## src/rtl/parallel_block_dispatcher_if.sv

```systemverilog
// Config and lane-side bundle for parallel_block_dispatcher.
// The dispatcher uses the slave modport; the config front-end and tau array use master.
interface parallel_block_dispatcher_if #(
  parameter int WBW    = 16,
  parameter int VDIM   = 3,
  parameter int N_LANE = 4,
  parameter int CNT_BW = 16
);
  logic                                 src_rdy;
  logic                                 src_ack;
  logic [VDIM-1:0][WBW-1:0]             i_bgrid_step;
  logic [VDIM-1:0][WBW-1:0]             i_bgrid_end;
  logic [VDIM-1:0][WBW-1:0]             i_bboundary;
  logic                                 i_mode;
  logic [N_LANE-1:0]                    bofs_rdys;
  logic [N_LANE-1:0]                    bofs_acks;
  logic [N_LANE-1:0][VDIM-1:0][WBW-1:0] o_bofss;
  logic [N_LANE-1:0]                    blkdone_dvals;
  logic [CNT_BW-1:0]                    o_n_issued;
  logic                                 o_busy;

  modport slave (
    input  src_rdy, i_bgrid_step, i_bgrid_end, i_bboundary, i_mode, bofs_acks, blkdone_dvals,
    output src_ack, bofs_rdys, o_bofss, o_n_issued, o_busy
  );

  modport master (
    output src_rdy, i_bgrid_step, i_bgrid_end, i_bboundary, i_mode, bofs_acks, blkdone_dvals,
    input  src_ack, bofs_rdys, o_bofss, o_n_issued, o_busy
  );
endinterface

```

## src/rtl/parallel_block_dispatcher.sv

```systemverilog
// Walks a VDIM-dimensional block grid and hands block offsets to N_LANE tau lanes,
// bounded by a per-lane credit of outstanding blocks; acks the config once all blocks are done.
module parallel_block_dispatcher #(
  parameter int WBW       = 16,
  parameter int VDIM      = 3,
  parameter int N_LANE    = 4,
  parameter int N_PENDING = 2,
  parameter int CNT_BW    = 16
) (
  input  logic                       i_clk,
  input  logic                       i_rst,
  parallel_block_dispatcher_if.slave bus
);

  localparam int PTR_W = (N_LANE > 1) ? $clog2(N_LANE) : 1;
  localparam int CR_W  = $clog2(N_PENDING + 1);

  typedef enum logic [1:0] {S_IDLE, S_RUN, S_DRAIN} state_t;
  typedef logic [VDIM-1:0][WBW-1:0] coord_t;

  state_t                   r_state, w_next_state;
  coord_t                   r_step, r_end, r_bnd, r_cursor;
  logic                     r_mode;
  logic [PTR_W-1:0]         r_ptr;
  logic [N_LANE-1:0]        r_rdy;
  logic [N_LANE-1:0][VDIM-1:0][WBW-1:0] r_bofs;
  logic [N_LANE-1:0][CR_W-1:0] r_credit;
  logic [CNT_BW-1:0]        r_n_issued;

  logic                     w_start, w_empty, w_valid, w_last, w_adv, w_drained;
  coord_t                   w_next_cursor;
  logic [PTR_W-1:0]         w_next_ptr, w_idx;
  logic [N_LANE-1:0]        w_avail, w_grant, w_fire;
  logic [CNT_BW-1:0]        w_fire_cnt;

  function automatic logic [PTR_W-1:0] ptrInc(input logic [PTR_W-1:0] p);
    return (p == PTR_W'(N_LANE - 1)) ? '0 : p + PTR_W'(1);
  endfunction

  assign w_start   = (r_state == S_IDLE) && bus.src_rdy;
  assign w_fire    = r_rdy & bus.bofs_acks;
  assign w_drained = (r_rdy == '0) && (r_credit == '0);

  always_comb begin
    w_empty = 1'b0;
    w_valid = 1'b1;
    for (int d = 0; d < VDIM; d++) begin
      if (r_end[d] == '0) w_empty = 1'b1;
      if (r_cursor[d] >= r_bnd[d]) w_valid = 1'b0;
    end
  end

  always_comb begin
    for (int l = 0; l < N_LANE; l++) begin
      w_avail[l] = !r_rdy[l] && (r_credit[l] < CR_W'(N_PENDING));
    end
  end

  // Odometer step: the fastest dim absorbs the step, wrapping dims carry downward.
  // The sum is one bit wider so a WBW overflow still reads as past the end.
  always_comb begin
    logic         carry;
    logic [WBW:0] sum;
    w_next_cursor = r_cursor;
    carry         = 1'b1;
    sum           = '0;
    for (int d = VDIM - 1; d >= 0; d--) begin
      sum = {1'b0, r_cursor[d]} + {1'b0, r_step[d]};
      if (carry) begin
        if (sum >= {1'b0, r_end[d]}) begin
          w_next_cursor[d] = '0;
        end else begin
          w_next_cursor[d] = sum[WBW-1:0];
          carry            = 1'b0;
        end
      end
    end
    w_last = carry;
  end

  // Static mode ties block k to lane k mod N_LANE, so invalid blocks still consume a ptr slot.
  always_comb begin
    w_grant    = '0;
    w_adv      = 1'b0;
    w_next_ptr = r_ptr;
    w_idx      = '0;
    if (r_state == S_RUN && !w_empty) begin
      if (!w_valid) begin
        w_adv = 1'b1;
        if (!r_mode) w_next_ptr = ptrInc(r_ptr);
      end else if (!r_mode) begin
        if (w_avail[r_ptr]) begin
          w_grant[r_ptr] = 1'b1;
          w_adv          = 1'b1;
          w_next_ptr     = ptrInc(r_ptr);
        end
      end else begin
        for (int i = 0; i < N_LANE; i++) begin
          w_idx = (int'(r_ptr) + i >= N_LANE) ? PTR_W'(int'(r_ptr) + i - N_LANE)
                                              : PTR_W'(int'(r_ptr) + i);
          if (!w_adv && w_avail[w_idx]) begin
            w_grant[w_idx] = 1'b1;
            w_adv          = 1'b1;
            w_next_ptr     = ptrInc(w_idx);
          end
        end
      end
    end
  end

  always_ff @(posedge i_clk or negedge i_rst) begin
    if (!i_rst) r_state <= S_IDLE;
    else        r_state <= w_next_state;
  end

  always_comb begin
    w_next_state = r_state;
    case (r_state)
      S_IDLE:  if (bus.src_rdy) w_next_state = S_RUN;
      S_RUN:   if (w_empty || (w_adv && w_last)) w_next_state = S_DRAIN;
      S_DRAIN: if (w_drained) w_next_state = S_IDLE;
      default: w_next_state = S_IDLE;
    endcase
  end

  always_comb begin
    bus.src_ack = (r_state == S_DRAIN) && w_drained;
    bus.o_busy  = (r_state != S_IDLE);
  end

  always_ff @(posedge i_clk or negedge i_rst) begin
    if (!i_rst) begin
      r_step   <= '0;
      r_end    <= '0;
      r_bnd    <= '0;
      r_mode   <= 1'b0;
      r_cursor <= '0;
      r_ptr    <= '0;
      r_rdy    <= '0;
      r_bofs   <= '0;
    end else begin
      if (w_start) begin
        r_step   <= bus.i_bgrid_step;
        r_end    <= bus.i_bgrid_end;
        r_bnd    <= bus.i_bboundary;
        r_mode   <= bus.i_mode;
        r_cursor <= '0;
        r_ptr    <= '0;
      end else if (w_adv) begin
        r_cursor <= w_next_cursor;
        r_ptr    <= w_next_ptr;
      end
      for (int l = 0; l < N_LANE; l++) begin
        if (w_grant[l]) begin
          r_bofs[l] <= r_cursor;
          r_rdy[l]  <= 1'b1;
        end else if (w_fire[l]) begin
          r_rdy[l]  <= 1'b0;
        end
      end
    end
  end

  always_comb begin
    w_fire_cnt = '0;
    for (int l = 0; l < N_LANE; l++) begin
      w_fire_cnt = w_fire_cnt + CNT_BW'(w_fire[l]);
    end
  end

  always_ff @(posedge i_clk or negedge i_rst) begin
    if (!i_rst) begin
      r_credit   <= '0;
      r_n_issued <= '0;
    end else begin
      for (int l = 0; l < N_LANE; l++) begin
        if (w_fire[l] && !bus.blkdone_dvals[l]) r_credit[l] <= r_credit[l] + CR_W'(1);
        else if (!w_fire[l] && bus.blkdone_dvals[l]) r_credit[l] <= r_credit[l] - CR_W'(1);
      end
      if (w_start) r_n_issued <= '0;
      else         r_n_issued <= r_n_issued + w_fire_cnt;
    end
  end

  assign bus.bofs_rdys  = r_rdy;
  assign bus.o_bofss    = r_bofs;
  assign bus.o_n_issued = r_n_issued;

  // A lane may only report done for a block it actually holds.
  for (genvar g = 0; g < N_LANE; g++) begin : g_done_chk
    a_done_with_credit: assert property (@(posedge i_clk) disable iff (!i_rst)
      !(bus.blkdone_dvals[g] && (r_credit[g] == '0)));
  end

endmodule

```

## src/flat_wrapper.sv

```systemverilog
// flat-port wrapper written by rule: the top's interface ports become plain ports
module parallel_block_dispatcher_flat 
#(
  parameter int WBW       = 16,
  parameter int VDIM      = 3,
  parameter int N_LANE    = 4,
  parameter int N_PENDING = 2,
  parameter int CNT_BW    = 16
)
  (i_clk, i_rst, bus_src_rdy, bus_i_bgrid_step, bus_i_bgrid_end, bus_i_bboundary, bus_i_mode, bus_bofs_acks, bus_blkdone_dvals, bus_src_ack, bus_bofs_rdys, bus_o_bofss, bus_o_n_issued, bus_o_busy);
  parallel_block_dispatcher_if #(.WBW(WBW), .VDIM(VDIM), .N_LANE(N_LANE), .CNT_BW(CNT_BW)) bus_i ();
  input  logic i_clk;
  input  logic i_rst;
  input wire logic [$bits(bus_i.src_rdy)-1:0] bus_src_rdy;
  input wire logic [$bits(bus_i.i_bgrid_step)-1:0] bus_i_bgrid_step;
  input wire logic [$bits(bus_i.i_bgrid_end)-1:0] bus_i_bgrid_end;
  input wire logic [$bits(bus_i.i_bboundary)-1:0] bus_i_bboundary;
  input wire logic [$bits(bus_i.i_mode)-1:0] bus_i_mode;
  input wire logic [$bits(bus_i.bofs_acks)-1:0] bus_bofs_acks;
  input wire logic [$bits(bus_i.blkdone_dvals)-1:0] bus_blkdone_dvals;
  output wire logic [$bits(bus_i.src_ack)-1:0] bus_src_ack;
  output wire logic [$bits(bus_i.bofs_rdys)-1:0] bus_bofs_rdys;
  output wire logic [$bits(bus_i.o_bofss)-1:0] bus_o_bofss;
  output wire logic [$bits(bus_i.o_n_issued)-1:0] bus_o_n_issued;
  output wire logic [$bits(bus_i.o_busy)-1:0] bus_o_busy;
  assign bus_i.src_rdy = bus_src_rdy;
  assign bus_i.i_bgrid_step = bus_i_bgrid_step;
  assign bus_i.i_bgrid_end = bus_i_bgrid_end;
  assign bus_i.i_bboundary = bus_i_bboundary;
  assign bus_i.i_mode = bus_i_mode;
  assign bus_i.bofs_acks = bus_bofs_acks;
  assign bus_i.blkdone_dvals = bus_blkdone_dvals;
  assign bus_src_ack = bus_i.src_ack;
  assign bus_bofs_rdys = bus_i.bofs_rdys;
  assign bus_o_bofss = bus_i.o_bofss;
  assign bus_o_n_issued = bus_i.o_n_issued;
  assign bus_o_busy = bus_i.o_busy;
  parallel_block_dispatcher #(.WBW(WBW), .VDIM(VDIM), .N_LANE(N_LANE), .N_PENDING(N_PENDING), .CNT_BW(CNT_BW)) u_core (.i_clk(i_clk), .i_rst(i_rst), .bus(bus_i));
endmodule
```

## config.mk

```make
export PLATFORM = sky130hd
export DESIGN_NAME = parallel_block_dispatcher_flat
export DESIGN_NICKNAME = d
export VERILOG_FILES = /design/src/rtl/parallel_block_dispatcher_if.sv /design/src/rtl/parallel_block_dispatcher.sv /design/src/flat_wrapper.sv
export SDC_FILE = /design/constraint.sdc
export NUM_CORES = 1
export LEC_CHECK = 0
export CAP_MARGIN = 20
export CELL_PAD_IN_SITES_DETAIL_PLACEMENT = 1
export CELL_PAD_IN_SITES_GLOBAL_PLACEMENT = 1
export CORE_MARGIN = 2
export CORE_UTILIZATION = 45
export DETAILED_ROUTE_END_ITERATION = 12
export DONT_BUFFER_PORTS = 1
export PLACE_DENSITY = 0.72
export SETUP_SLACK_MARGIN = 0.02
export SYNTH_ARGS = -nofsm -noshare
export SYNTH_HDL_FRONTEND = slang
export SYNTH_SLANG_ARGS = --single-unit
```

## constraint.sdc

```tcl
create_clock -name i_clk -period 5.6 [get_ports i_clk]
set_input_delay 0.56 -clock i_clk [delete_from_list [all_inputs] [get_ports i_clk]]
set_output_delay 0.56 -clock i_clk [all_outputs]
set_load 0.01 [all_outputs]
```

==> Flow_metrics.wiki, run 1 <==
{| class="wikitable"
! Metric !! Value
|-
| Total Routing Usage GR || between 20% and 30%
|-
| CTS max path bufs || 3
|-
| HPWL reported at the end of detailed placement || 40.56 mm
|-
| Number of synthesized flops with an enable pin || 0
|-
| Synth warn || 0
|-
| Width of the die || approximately 220 um
|-
| Number of DRC violations after detailed-routing iteration 0 || between 600 and 700
|-
| Post-synth design cell area || 0.02088 mm2
|-
| Predominant post-synthesis flop cell || sky130_fd_sc_hd__dfrtp_1
|-
| Clock Pin Slew Worst Setup and Hold Paths || roughly 60 ps
|-
| Port bufs || 0
|-
| Total power divided by cell area || 642.5 mW/mm2
|-
| Final clock skew || between 30 and 40 ps
|-
| Buffer count from post-CTS setup fixing || 0
|-
| Number of gates resized after CTS || 0
|-
| Number of CTS-inserted buffers || 46
|-
| Required time at the endpoint of the critical path || just over 6000 ps
|-
| Total Wirelength || roughly 58 mm
|-
| Clock insertion delay at the later pin of the skew report || ~600 ps
|-
| Count of nets after finishing || approximately 2100
|-
| Maximum achievable frequency || 202.0 MHz
|-
| Area grow syn2layout || 10.10%
|-
| FFs w/ async S/R, synth || 100.0%
|-
| Portion of the post-synthesis area used by sequential elements || between 40% and 50%
|-
| Antenna violations before repair || 4
|-
| Die Y-Extent || 219.4 um
|-
| Violations in the final reports || negative hold slack
|-
| Top cell type's share of synthesized area || 49.97%
|-
| Setup slack, reg-to-reg || between 600 and 700 ps
|-
| Number of levels in the clock H-tree || 2
|-
| Fraction of the cycle the final worst path needs || 88.40%
|-
| Layout filler cell count || approximately 4700
|-
| Die Outline Area || just under 0.05 mm2
|-
| Layout cells sized above 1 || between 10% and 20%
|-
| Std-Cell Rows || just under 80
|-
| Clock Sinks || roughly 420
|-
| Pin count of the biggest net entering global routing || roughly 420
|-
| Unrepaired setup endpoints after global routing || no
|-
| Maximum vdd ir drop || about 0.34 mV
|-
| Pre-antenna DRT Iters || 4
|-
| Post-synthesis cell count || between 1500 and 2000
|-
| Core Box Area || 0.04558 mm2
|-
| Standby leakage power || between 10 and 15 nW
|-
| Post-synthesis cell type count || 77
|-
| Area contributors post-synth || sky130_fd_sc_hd__dfrtp_1, sky130_fd_sc_hd__mux2_2, sky130_fd_sc_hd__ha_1
|-
| CP Data Arrival Time || 5460 ps
|-
| Clock root buffer || sky130_fd_sc_hd__clkbuf_16
|-
| Number of endpoints failing setup at the final stage || 0
|-
| Starting density of the core || approximately 46%
|-
| Final slew viol count || 0
|-
| Largest area contributor in the netlist || sky130_fd_sc_hd__dfrtp_1
|-
| Final hold slack || -316.7 ps
|-
| Via density || 5.746
|-
| Critical path startpoint category || flop
|-
| Max_slew headroom || 14.23%
|-
| Transition time at the pin with the least slew margin || ~1300 ps
|-
| Tightest Hold Check Type || in2async
|-
| Number of violations of the max-capacitance limit || 0
|-
| TritonCTS clock tree || built
|-
| Number of vias after detailed routing || between 10000 and 15000
|-
| Total congestion overflow || 0
|-
| Synthesized flop and latch total || 417
|-
| Biggest fanout along the worst timing path || 16
|-
| Final-report hold violation count || between 400 and 500
|-
| Cell types with the highest counts after synthesis || sky130_fd_sc_hd__dfrtp_1, sky130_fd_sc_hd__mux2_2, sky130_fd_sc_hd__ha_1
|-
| Outcome || finished, violations left
|-
| Net Count, Synth || between 2000 and 2500
|-
| Average wire per cell in the routed design || 23.85 um
|-
| Most repeated cell in the gate-level netlist after synthesis || sky130_fd_sc_hd__dfrtp_1
|-
| Global-route wire length before repair || 89.64 mm
|-
| Top-Level Pins || 370
|-
| Final period demand of the worst path || 4951 ps
|-
| Post-route antenna net violation count || 0
|-
| Number of remaining DRC errors || 0
|-
| Routability-driven placement congestion ratio || roughly 0.83
|-
| Mean instance size in the synthesized netlist || 11.66 um2
|-
| Post-route cell area || 0.02299 mm2
|-
| Via count of the first global-routing pass || between 15000 and 20000
|-
| Setup_tns || 0 ps
|-
| Element type at the critical path end || flop
|-
| CP Class || reg2reg
|-
| Cell area reported after detailed placement || 0.02142 mm2
|}
worst paths after layout:
check                                           startpoint                                   to  cells after the start
max                        u_core.r_cursor[16]$_DFFE_PN0P_      u_core.r_cursor[14]$_DFFE_PN0P_                     17
min in group i_clk                        bus_bofs_acks[2]  u_core.bus.bofs_rdys[2]$_DFFE_PN0P_                      1
min reg2reg                 u_core.r_credit[5]$_DFFE_PN0P_       u_core.r_credit[5]$_DFFE_PN0P_                      1
min                                                  i_rst   u_core.bus.o_bofss[38]$_DFFE_PN0P_                      0
max in group asynchronous                            i_rst         u_core.r_end[46]$_DFFE_PN0P_                      0
max reg2reg                u_core.r_cursor[16]$_DFFE_PN0P_      u_core.r_cursor[14]$_DFFE_PN0P_                     17
flip-flops by register name, indices dropped and copies added, names as in the netlist:
register / cells
u_core.r_bnd: 48
u_core.r_cursor: 48
u_core.r_ptr: 2
u_core.r_state: 2
u_core.r_step: 48
u_core.r_credit: 8
u_core.bus.o_bofss: 192
u_core.bus.bofs_rdys: 4
u_core.r_end: 48
u_core.bus.o_n_issued: 16
u_core.r_mode: 1
cell usage in the layout, fill, tap and decap left out, types with 7 or more instances in the layout:
| cell type | count |
|---|---|
| sky130_fd_sc_hd__o21bai_1 | 8 |
| sky130_fd_sc_hd__nand3_1 | 17 |
| sky130_fd_sc_hd__nand4_1 | 15 |
| sky130_fd_sc_hd__a211o_1 | 7 |
| sky130_fd_sc_hd__nor2b_1 | 11 |
| sky130_fd_sc_hd__mux2_2 | 208 |
| sky130_fd_sc_hd__dfrtp_1 | 417 |
| sky130_fd_sc_hd__clkbuf_1 | 9 |
| sky130_fd_sc_hd__xor2_1 | 23 |
| sky130_fd_sc_hd__a31oi_1 | 12 |
| sky130_fd_sc_hd__a21oi_1 | 57 |
| sky130_fd_sc_hd__clkbuf_16 | 47 |
| sky130_fd_sc_hd__nand2_1 | 135 |
| sky130_fd_sc_hd__inv_1 | 140 |
| sky130_fd_sc_hd__xnor2_1 | 32 |
| sky130_fd_sc_hd__clkinv_2 | 8 |
| sky130_fd_sc_hd__a211oi_1 | 12 |
| sky130_fd_sc_hd__o21a_1 | 18 |
| sky130_fd_sc_hd__nor4_1 | 16 |
| sky130_fd_sc_hd__a21o_1 | 27 |
| sky130_fd_sc_hd__mux2_4 | 36 |
| sky130_fd_sc_hd__ha_1 | 159 |
| sky130_fd_sc_hd__o211ai_1 | 9 |
| sky130_fd_sc_hd__nor2_1 | 51 |
| sky130_fd_sc_hd__o21ai_0 | 134 |
| sky130_fd_sc_hd__a22o_1 | 48 |
| sky130_fd_sc_hd__buf_4 | 7 |
| sky130_fd_sc_hd__nor3_1 | 28 |
kinds of logic (layout without fill, tap and decap cells):
group | after synthesis | count (layout) | synth area share (%)
AO/OA/AOI/OAI | 387 | 387 | 12.26
XOR/XNOR | 55 | 55 | 2.307
adder cells (fa/ha/maj) | 164 | 164 | 10.01
buffers and inverters | 201 | 233 | 4.063
flip-flops | 417 | 417 | 49.97
multiplexers | 246 | 246 | 14.02
other | 0 | 3 | 0
AND/OR/NAND/NOR | 321 | 321 | 7.370
per-stage QoR:
| step | hold WS, ps | cells | power [mW] | utilization [%] | setup WS, ps |
|---|---|---|---|---|---|
| CTS | -355.5 | 2423 | 14.89 | 50.43 | 641.1 |
| floorplan | 264.4 | 1791 | 9.763 | - | 1527 |
| detailed placement | 274.2 | 2340 | 11.63 | 46.99 | 635.7 |
| global route | -349.3 | 2425 | 15.94 | 50.44 | 244.5 |
| global placement | 272.7 | 2340 | 11.26 | 46.99 | 845.6 |
| finish | -316.7 | 2426 | 14.77 | 50.44 | 649.4 |
final cells by class:
class	instances	area, um2	share of cell area [%]
clock inverters	22	286.5	1.246
well taps	600	750.7	3.265
diodes	3	7.507	0.03265
repair buffers	8	72.57	0.3157
clock buffers	61	1279	5.562
inverters	142	533.0	2.318
multi-input cells	1173	9625	41.87
flip-flops and latches	417	10440	45.39
routing by layer:
| metal | GRT usage, % | vias up | share of wire, % |
|---|---|---|---|
| li1 | - | 6379 | - |
| met1 | 29.71 | 7213 | 42 |
| met4 | 5.428 | 2 | 1.7 |
| met5 | 0 | - | 0.028 |
| met3 | 6.279 | 70 | 5.9 |
| met2 | 42.33 | 277 | 50 |
power by group:
group	switching (mW)	internal [mW]	leakage (nW)	total (mW)
clock	1.29	1.89	0.757	3.17
sequential	1.24	4.15	5.49	5.39
combinational	3.47	2.74	5.09	6.21
critical path, cell delays in order, from the launching register on:
cell,delay (ps)
sky130_fd_sc_hd__dfrtp_1,450
sky130_fd_sc_hd__ha_1,230
sky130_fd_sc_hd__inv_1,60
sky130_fd_sc_hd__fa_1,400
sky130_fd_sc_hd__nor2b_1,200
sky130_fd_sc_hd__o31a_1,190
sky130_fd_sc_hd__o31a_1,190
sky130_fd_sc_hd__o31a_1,250
sky130_fd_sc_hd__a211oi_1,110
sky130_fd_sc_hd__or4_1,470
sky130_fd_sc_hd__o2111ai_1,140
sky130_fd_sc_hd__ha_1,300
sky130_fd_sc_hd__a211o_1,290
sky130_fd_sc_hd__a211o_1,270
sky130_fd_sc_hd__a21oi_1,140
sky130_fd_sc_hd__o21ai_1,220
sky130_fd_sc_hd__a21oi_2,720
sky130_fd_sc_hd__a22o_1,250
No activity file was read; power rests on OpenSTA's default activity.
==> run 2, diff against run 1 <==
Settings changed: MAX_ROUTING_LAYER set to met4, RECOVER_POWER set to 50, SLEW_MARGIN set to 20.
==> run 2 against run 1 <==
Effect of this change: the flow still finishes with violations (negative hold slack); die area stayed put; clock skew is essentially flat; worst hold slack better by 4.0 ps; fmax about the same; register-to-register slack hardly changed; count of clock-buffer cells in the layout unchanged; power about the same; sequential share of layout area barely moved; core utilization about the same; first-iteration DRC count is 6.0% higher; critical endpoint unchanged; largest cell class unchanged.
==> Flow_metrics.wiki, run 2 (synthesis gave the netlist of run 1 again) <==
{| class="wikitable"
! Metric !! Value
|-
| Fraction of the cycle the final worst path needs || approximately 88%
|-
| Number of endpoints failing setup at the final stage || 0
|-
| Std-Cell Rows || between 70 and 80
|-
| Final slew viol count || 0
|-
| Routability-driven placement congestion ratio || between 0.8 and 0.9
|-
| Outcome || finished, violations left
|-
| Power after layout || 14.77 mW
|-
| Total Wirelength || a little under 60 mm
|-
| Core Box Area || ~0.046 mm2
|-
| Required time at the endpoint of the critical path || 6110 ps
|-
| Top-Level Pins || between 300 and 400
|-
| HPWL reported at the end of detailed placement || 40.56 mm
|-
| Number of cells in the finished layout apart from fillers || 2428
|-
| Buffer count from post-CTS setup fixing || 0
|-
| Width of the die || approximately 220 um
|-
| Multi-input gate area || 0.009625 mm2
|-
| Port bufs || 0
|-
| Number of remaining DRC errors || 0
|-
| Average wire per cell in the routed design || ~24 um
|-
| Setup slack, reg-to-reg || between 600 and 700 ps
|-
| Count of nets after finishing || about 2100
|-
| Layout filler cell count || approximately 4700
|-
| Violations in the final reports || negative hold slack
|-
| Transition time at the pin with the least slew margin || approximately 1500 ps
|-
| Setup_tns || 0 ps
|-
| Number of gates resized after CTS || 0
|-
| Worst r2r dst || u_core.r_cursor[14]$_DFFE_PN0P_
|-
| Starting density of the core || between 40% and 50%
|-
| Final period demand of the worst path || just under 5000 ps
|-
| Max_slew headroom || 0.8082%
|-
| Final clock skew || around 34 ps
|-
| Standby leakage power || 11.34 nW
|-
| CTS max path bufs || 3
|-
| Die Y-Extent || roughly 220 um
|-
| Pin count of the biggest net entering global routing || around 420
|-
| Maximum achievable frequency || 201.9 MHz
|-
| Biggest fanout along the worst timing path || 16
|-
| Via count of the first global-routing pass || 15180
|-
| Number of cells in the design after placement || 2340
|-
| Element type at the critical path end || flop
|-
| Logic depth of the worst register-to-register path || 17
|-
| Number of violations of the max-capacitance limit || 0
|-
| TritonCTS clock tree || built
|-
| Die Outline Area || a little under 0.05 mm2
|-
| Post-route antenna net violation count || 0
|-
| Cell area reported after detailed placement || between 0.02 and 0.025 mm2
|-
| Final-report hold violation count || around 340
|-
| Maximum vdd ir drop || ~0.34 mV
|-
| Total power divided by cell area || 642.3 mW/mm2
|-
| Worst reg2reg path startpoint || u_core.r_cursor[16]$_DFFE_PN0P_
|-
| Critical path startpoint category || flop
|-
| Global-route wire length before repair || 89.63 mm
|-
| Number of vias after detailed routing || ~14000
|-
| Register area || about 0.010 mm2
|-
| Final hold slack || -312.8 ps
|-
| Clock insertion delay at the later pin of the skew report || 590 ps
|-
| Clock Pin Slew Worst Setup and Hold Paths || 60 ps
|-
| Number of levels in the clock H-tree || 2
|-
| Most frequent cells in the layout || sky130_fd_sc_hd__dfrtp_1, sky130_fd_sc_hd__mux2_2, sky130_fd_sc_hd__ha_1
|-
| Total Routing Usage GR || between 20% and 30%
|-
| Antenna violations before repair || 4
|-
| CP Class || reg2reg
|-
| Via density || approximately 5.7
|-
| Share of the core filled with cells in the final layout || 50.45%
|-
| Clock root buffer || sky130_fd_sc_hd__clkbuf_16
|-
| Post-route cell area || 0.02299 mm2
|-
| Minimum setup slack in the final design || between 600 and 700 ps
|-
| Leading cell type in the layout, fill and taps excluded || sky130_fd_sc_hd__dfrtp_1
|-
| Total congestion overflow || 0
|-
| Tightest Hold Check Type || in2async
|-
| Number of flip-flops in the largest register || ~190
|-
| Area grow syn2layout || 10.12%
|-
| Number of CTS-inserted buffers || 46
|-
| Number of DRC violations after detailed-routing iteration 0 || between 600 and 700
|-
| CP Data Arrival Time || ~5500 ps
|-
| Unrepaired setup endpoints after global routing || no
|-
| Clock Sinks || 417
|-
| Layout cells sized above 1 || 19.53%
|-
| Worst slack at placement || 635.7 ps
|-
| Pre-antenna DRT Iters || 5
|}
run 2: cell type report:
class                      instances  area share, %
sequential                       417          45.38
multi-input combinational       1173          41.86
clock inverter                    22          1.246
inverter                         142          2.318
tap                              600          3.265
antenna                            5        0.05441
timing repair buffer               8         0.3156
clock buffer                      61          5.561
run 2: power breakdown:
group / internal, mW / switching [mW]
clock network: 1.89 / 1.28
logic: 2.74 / 3.47
registers: 4.15 / 1.24
total: 8.78 / 5.99
run 2: how the worst max path moves through the flow:
stage | start | to | slack, ps | cells after the start
global placement | u_core.r_cursor[16]$_DFFE_PN0P_ | u_core.r_cursor[0]$_DFFE_PN0P_ | 850 | 17
global route | u_core.r_cursor[16]$_DFFE_PN0P_ | u_core.r_cursor[14]$_DFFE_PN0P_ | 220 | 17
floorplan | u_core.r_cursor[16]$_DFFE_PN0P_ | u_core.r_cursor[10]$_DFFE_PN0P_ | 1530 | 18
detailed placement | u_core.r_cursor[16]$_DFFE_PN0P_ | u_core.r_cursor[12]$_DFFE_PN0P_ | 640 | 17
finish | u_core.r_cursor[16]$_DFFE_PN0P_ | u_core.r_cursor[14]$_DFFE_PN0P_ | 650 | 17
CTS | u_core.r_cursor[16]$_DFFE_PN0P_ | u_core.r_cursor[14]$_DFFE_PN0P_ | 640 | 17
run 2: metal layers:
layer  vias to the layer above  share of wire, %  track usage (%)
li1                       6389                 -                -
met1                      7158                42            29.81
met2                       275                50            42.34
met3                        72               5.7            6.209
met4                         0               1.7            5.405
met5                         -                 0                -
run 2: critical path, cell delays in order, from the launching register on:
cell and delay [ps]:
sky130_fd_sc_hd__dfrtp_1 460, sky130_fd_sc_hd__ha_1 230, sky130_fd_sc_hd__inv_1 60, sky130_fd_sc_hd__fa_1 400, sky130_fd_sc_hd__nor2b_1 200, sky130_fd_sc_hd__o31a_1 190
sky130_fd_sc_hd__o31a_1 190, sky130_fd_sc_hd__o31a_1 250, sky130_fd_sc_hd__a211oi_1 120, sky130_fd_sc_hd__or4_1 480, sky130_fd_sc_hd__o2111ai_1 140, sky130_fd_sc_hd__ha_1 300
sky130_fd_sc_hd__a211o_1 290, sky130_fd_sc_hd__a211o_1 270, sky130_fd_sc_hd__a21oi_1 140, sky130_fd_sc_hd__o21ai_1 210, sky130_fd_sc_hd__a21oi_2 710, sky130_fd_sc_hd__a22o_1 250
